<file path="config.mk">
export PLATFORM = sky130hd
export DESIGN_NAME = texture_load_scheduler
export DESIGN_NICKNAME = d
export VERILOG_FILES = /design/src/rtl/texture_load_scheduler.sv
export SDC_FILE = /design/constraint.sdc
export NUM_CORES = 1
export LEC_CHECK = 0
export ABC_AREA = 1
export BUFFER_PORTS_ARGS = -buffer_cell sky130_fd_sc_hd__buf_4
export CORE_ASPECT_RATIO = 2
export CORE_UTILIZATION = 30
export DETAILED_ROUTE_END_ITERATION = 16
export PLACE_DENSITY = 0.56
export SLEW_MARGIN = 5
export SYNTH_ARGS = -nofsm -noshare
export SYNTH_HDL_FRONTEND = slang
export SYNTH_SLANG_ARGS = --single-unit
</file>
<file path="constraint.sdc">
create_clock -name clk -period 2.9 [get_ports clk]
set_input_delay 0.29 -clock clk [delete_from_list [all_inputs] [get_ports clk]]
set_output_delay 0.29 -clock clk [all_outputs]
set_load 0.01 [all_outputs]
</file>
<file path="src/rtl/texture_load_scheduler.sv">
// Texture load scheduler: sequences slot uploads into the texture memory write port
// and round-robin arbitrates the shared read port among NUM_REQ requesters.
module texture_load_scheduler #(
    parameter int unsigned NUM_REQ  = 2,
    parameter logic [26:0] TEX_BASE = 27'h0002000
) (
    input  logic                   clk,
    input  logic                   rst_n,
    input  logic                   i_cmd_valid,
    output logic                   o_cmd_ready,
    input  logic [6:0]             i_cmd_slot,
    input  logic [5:0]             i_cmd_words,
    input  logic                   i_abort,
    input  logic                   i_data_valid,
    output logic                   o_data_ready,
    input  logic [31:0]            i_data,
    output logic [31:0]            o_wdata,
    output logic                   o_wea,
    output logic [26:0]            o_waddr,
    input  logic [NUM_REQ-1:0]     i_rd_req,
    input  logic [8*NUM_REQ-1:0]   i_rd_idx,
    output logic [NUM_REQ-1:0]     o_rd_grant,
    output logic [7:0]             o_texture_idx,
    output logic [NUM_REQ-1:0]     o_rd_data_valid,
    output logic [127:0]           o_slot_resident,
    output logic                   o_busy,
    output logic                   o_done
);
    localparam int unsigned PW = (NUM_REQ > 1) ? $clog2(NUM_REQ) : 1;

    typedef enum logic [1:0] {IDLE, LOAD, DONE} state_t;
    state_t state, next_state;

    logic [6:0]         slot;
    logic [5:0]         count;
    logic [5:0]         word;
    logic               cmd_ready;
    logic               cmd_fire;
    logic               beat_fire;
    logic               last_beat;
    logic [PW-1:0]      rr_ptr;
    logic [PW-1:0]      sel;
    logic [NUM_REQ-1:0] eligible;
    logic [NUM_REQ-1:0] grant;
    logic [NUM_REQ-1:0] valid_s1;

    assign cmd_fire  = i_cmd_valid && cmd_ready;
    assign beat_fire = (state == LOAD) && i_data_valid && !i_abort;
    assign last_beat = beat_fire && (word == count);

    always_ff @(posedge clk) begin
        if (!rst_n) state <= IDLE;
        else        state <= next_state;
    end

    always_comb begin
        next_state   = state;
        o_data_ready = 1'b0;
        o_busy       = 1'b0;
        o_done       = 1'b0;
        unique case (state)
            IDLE: if (cmd_fire) next_state = LOAD;
            LOAD: begin
                o_data_ready = 1'b1;
                o_busy       = 1'b1;
                if (i_abort)        next_state = IDLE;
                else if (last_beat) next_state = DONE;
            end
            DONE: begin
                o_done     = 1'b1;
                next_state = IDLE;
            end
            default: next_state = IDLE;
        endcase
    end

    // Registered so ready stays low in the first cycle after reset, then tracks IDLE.
    always_ff @(posedge clk) begin
        if (!rst_n) cmd_ready <= 1'b0;
        else        cmd_ready <= (next_state == IDLE);
    end
    assign o_cmd_ready = cmd_ready;

    always_ff @(posedge clk) begin
        if (!rst_n) begin
            slot            <= '0;
            count           <= '0;
            word            <= '0;
            o_wea           <= 1'b0;
            o_wdata         <= '0;
            o_waddr         <= '0;
            o_slot_resident <= '0;
        end else begin
            o_wea <= beat_fire;
            if (cmd_fire) begin
                slot                        <= i_cmd_slot;
                count                       <= i_cmd_words;
                word                        <= '0;
                o_slot_resident[i_cmd_slot] <= 1'b0;
            end
            if (beat_fire) begin
                o_wdata <= i_data;
                o_waddr <= TEX_BASE + {12'd0, slot, word, 2'b00};
                word    <= word + 6'd1;
            end
            if (last_beat) o_slot_resident[slot] <= 1'b1;
        end
    end

    // Rotating priority search starting at rr_ptr; busy/slot compare uses registered state only.
    always_comb begin
        int unsigned cand;
        logic [PW-1:0] cidx;
        logic found;
        eligible = '0;
        grant    = '0;
        sel      = '0;
        found    = 1'b0;
        for (int unsigned r = 0; r < NUM_REQ; r++) begin
            eligible[r] = rst_n && i_rd_req[r] && !(o_busy && (i_rd_idx[8*r +: 7] == slot));
        end
        for (int unsigned i = 0; i < NUM_REQ; i++) begin
            cand = 32'(rr_ptr) + i;
            if (cand >= NUM_REQ) cand = cand - NUM_REQ;
            cidx = PW'(cand);
            if (!found && eligible[cidx]) begin
                found       = 1'b1;
                grant[cidx] = 1'b1;
                sel         = cidx;
            end
        end
    end
    assign o_rd_grant = grant;

    always_ff @(posedge clk) begin
        if (!rst_n) begin
            rr_ptr          <= '0;
            o_texture_idx   <= '0;
            valid_s1        <= '0;
            o_rd_data_valid <= '0;
        end else begin
            valid_s1        <= grant;
            o_rd_data_valid <= valid_s1;
            if (|grant) begin
                o_texture_idx <= i_rd_idx[8*sel +: 8];
                rr_ptr        <= (sel == PW'(NUM_REQ - 1)) ? '0 : sel + 1'b1;
            end
        end
    end
endmodule

</file>
==> impl_metrics.py <==
metrics = {
    "timing": {
        "finalHoldViolCount": 0,
        "layout_min_cycle_time_ns": 2.60,
        "max_slew_margin": 0.119,
        "clock_skew_ns": 0.0100,
        "finalCritPeriodShare": 0.895,
        "slew_viol_final": 0,
        "fmax_mhz": 385,
        "rsz0062_at_grt": "false",
        "whs_ns": 0.00958,
        "tns_ns": 0,
        "tightest_slew_ns": 1.32,
        "setup_violations": 0,
        "setup_ws_ns": 0.305,
    },
    "critical_path": {
        "critPathCaptureType": "output port",
        "critPathLaunchType": "register",
        "crit_type": "register to output port",
        "path_cells": "inv_1 -> nand2_1 -> nand2_1 -> nor2_1 -> nand2_1 -> nor2_1 -> nor2_1 -> nand2_1 -> nand2_1 -> buf_4",
        "crit_family": "simple AND/OR/NAND/NOR gates",
        "startpoint": "slot[5]$_SDFFE_PN0P_",
        "crit_slowest_cell": "dfxtp_1",
        "rr_startpoint": "state[0]$_SDFF_PN0_",
        "slowest_delay_ns": 0.40,
        "cp.required_ns": 2.61,
        "cp.arrival_ns": 2.31,
        "path_buf_inv": 2,
        "cp_max_fo": 8,
        "crit_path_frequent_cell": "nand2_1",
    },
    "floorplanning": {
        "num_rows": 87,
        "fp.dieH_um": 242,
        "ios": 272,
        "die_area_um2": 29500,
        "start_util": 0.305,
        "core_um2": 28300,
        "die-width_um": 122,
    },
    "cts": {
        "cts_buffer_depth": 3,
        "htreeDepth": 1,
        "cts_buffers": 21,
        "post_cts_buffers": 0,
        "insertion_delay_ns": 0.51,
        "cts_root_buffer": "clkbuf_16",
        "clock-sinks": 210,
        "cts_tree": "yes",
        "path_clk_slew_ns": 0.07,
    },
    "synthesis": {
        "synth_edf_count": 0,
        "syn_area_um2": 8640,
        "syn_area_per_cell_um2": 7.55,
        "yosysSeqAreaShare": 0.486,
        "synth.most_common_cell": "dfxtp_1",
        "yosysTopAreaCell": "dfxtp_1",
        "synthCells": 1145,
        "ys.flop_type": "dfxtp_1",
        "ys_top_cells_by_count": "dfxtp_1, o21ai_0, a21oi_1, nand3_1, nor2_1",
        "synth-seq-cells": 210,
        "ys_top_cells_by_area": "dfxtp_1, o21ai_0, a21oi_1, nand3_1, nor2_1",
        "yosys.area.top_type_share": 0.486,
        "ys_async_sr_fraction": 0,
        "synth.distinct_cells": 33,
        "yosys_warnings": 0,
    },
    "routing": {
        "ant_nets": 0,
        "vias_per_cell": 5.05,
        "drt-pass1-iter-count": 5,
        "post-route-drc-count": 0,
        "drt-wirelength-per-cell_um": 19.0,
        "drt_iter0_drc": 623,
        "via_count": 8935,
        "finalWirelength_mm": 33.5,
    },
    "placed_design": {
        "dpl_cell_area_um2": 10800,
        "place_ws_ns": 0.422,
        "routabilityCongestion": 0.854,
        "port_buffers": 258,
        "place_hpwl_mm": 23.6,
    },
    "power": {
        "total_power_mw": 6.21,
        "peakVddDrop_mv": 0.488,
        "powerDensity_nw_per_um2": 533,
        "leakagePower_nw": 4.96,
    },
    "worst_hold_path": {
        "hold_class": "primary input to register",
        "hold_start": "i_data[30]",
    },
    "finish": {
        "fill_cells": 2991,
        "insertedDiodeCount": 0,
        "syn_to_final_growth_pct": 34.8,
        "fin_nets": 1472,
        "fin_area_um2": 11600,
        "drive_above_1_share": 0.234,
    },
    "grt": {
        "grt_max_degree": 129,
        "grt_pass1_vias": 8777,
        "antenna_found_initial": 0,
        "grtUsageTotal": 0.225,
        "grt_overflow": 0,
        "grt_pass1_wl_mm": 50.8,
    },
    "job": {
        "max_cap_viol_count": 0,
    },
    "outcome": {
        "outcome": "complete, no violations",
    },
}
path summary, 6_finish.rpt:
kind                                     endpoint  slack (ns)  cells after the start
hold reg to reg     o_rd_data_valid[1]$_SDFF_PN0_        0.42                      2
setup reg to reg  o_slot_resident[112]$_SDFF_PN0_        0.37                     11
hold / removal           o_wdata[30]$_SDFFE_PN0P_        0.01                      3
setup / recovery                    o_rd_grant[1]        0.30                     10
final cells by class:
| type | count | area [µm²] | area share |
|---|---|---|---|
| clock buffers | 26 | 574 | 0.0493 |
| flip-flops and latches | 210 | 4200 | 0.361 |
| multi-input cells | 801 | 3780 | 0.324 |
| well taps | 356 | 445 | 0.0382 |
| clock inverters | 10 | 87.6 | 0.00752 |
| inverters | 67 | 258 | 0.0221 |
| repair buffers | 298 | 2300 | 0.198 |
through the flow:
| step | utilization | instances |
|---|---|---|
| 3_5_place_dp | 0.381 | 1711 |
| 4_1_cts | 0.411 | 1767 |
| 5_1_grt | 0.412 | 1768 |
| 2_1_floorplan | - | 1157 |
| 6_report | 0.412 | 1768 |
| 3_3_place_gp | 0.381 | 1711 |
where the power goes:
group	switching, mW	internal, mW
clock	1.19	1.50
sequential	0.0328	2.93
combinational	0.357	0.195
total	1.58	4.62
tightest hold or removal path, cell delays in order:
cell,delay (ns)
buf_4,0.08
nor2_1,0.04
nor2_1,0.08
placed cells by master, fill, tap and decap left out, drive strengths merged, types with 3 or more instances in the layout:
cell type    Yosys  layout
ha               5       5
clkbuf          46      26
nand2          119     119
dlygate4sd3      0      21
buf             33     277
nand4            5       5
o21ai          186     186
dfxtp          210     210
a21oi          157     157
nand3          157     157
nor2           143     143
conb             1      13
clkinv           0       7
or2              3       3
inv             67      67
state kept, by name (all words and copies together), names as in the netlist:
name             cells
o_slot_resident    128
o_wdata             32
o_waddr             14
o_texture_idx        8
slot                 7
count                6
word                 6
o_rd_data_valid      2
state                2
valid_s1             2
o_cmd_ready          1
o_wea                1
rr_ptr               1
logic make-up (layout without fill, tap and decap cells):
logic type	Yosys count	count (layout)	share of synthesized area
simple gates	430	430	0.215
compound gates	350	350	0.205
flops	210	210	0.486
buf+inv	146	401	0.0825
fa+ha+maj	5	5	0.00724
xor+xnor	3	3	0.00304
other cells	1	13	0.000434
per-layer routing:
| metal | routed length, µm | GRT usage |
|---|---|---|
| met3 | 1970 | 0.0386 |
| met2 | 18700 | 0.436 |
| met1 | 11900 | 0.231 |
| met5 | 0 | 0 |
| met4 | 984 | 0.0832 |
what timing repair did:
item	4_1_cts	5_1_grt
setup endpoints to repair	0	2
hold endpoints to repair	20	1
hold buffers	20	1
gates resized for setup	0	1
Note: power is estimated with default switching activity, not from simulation.
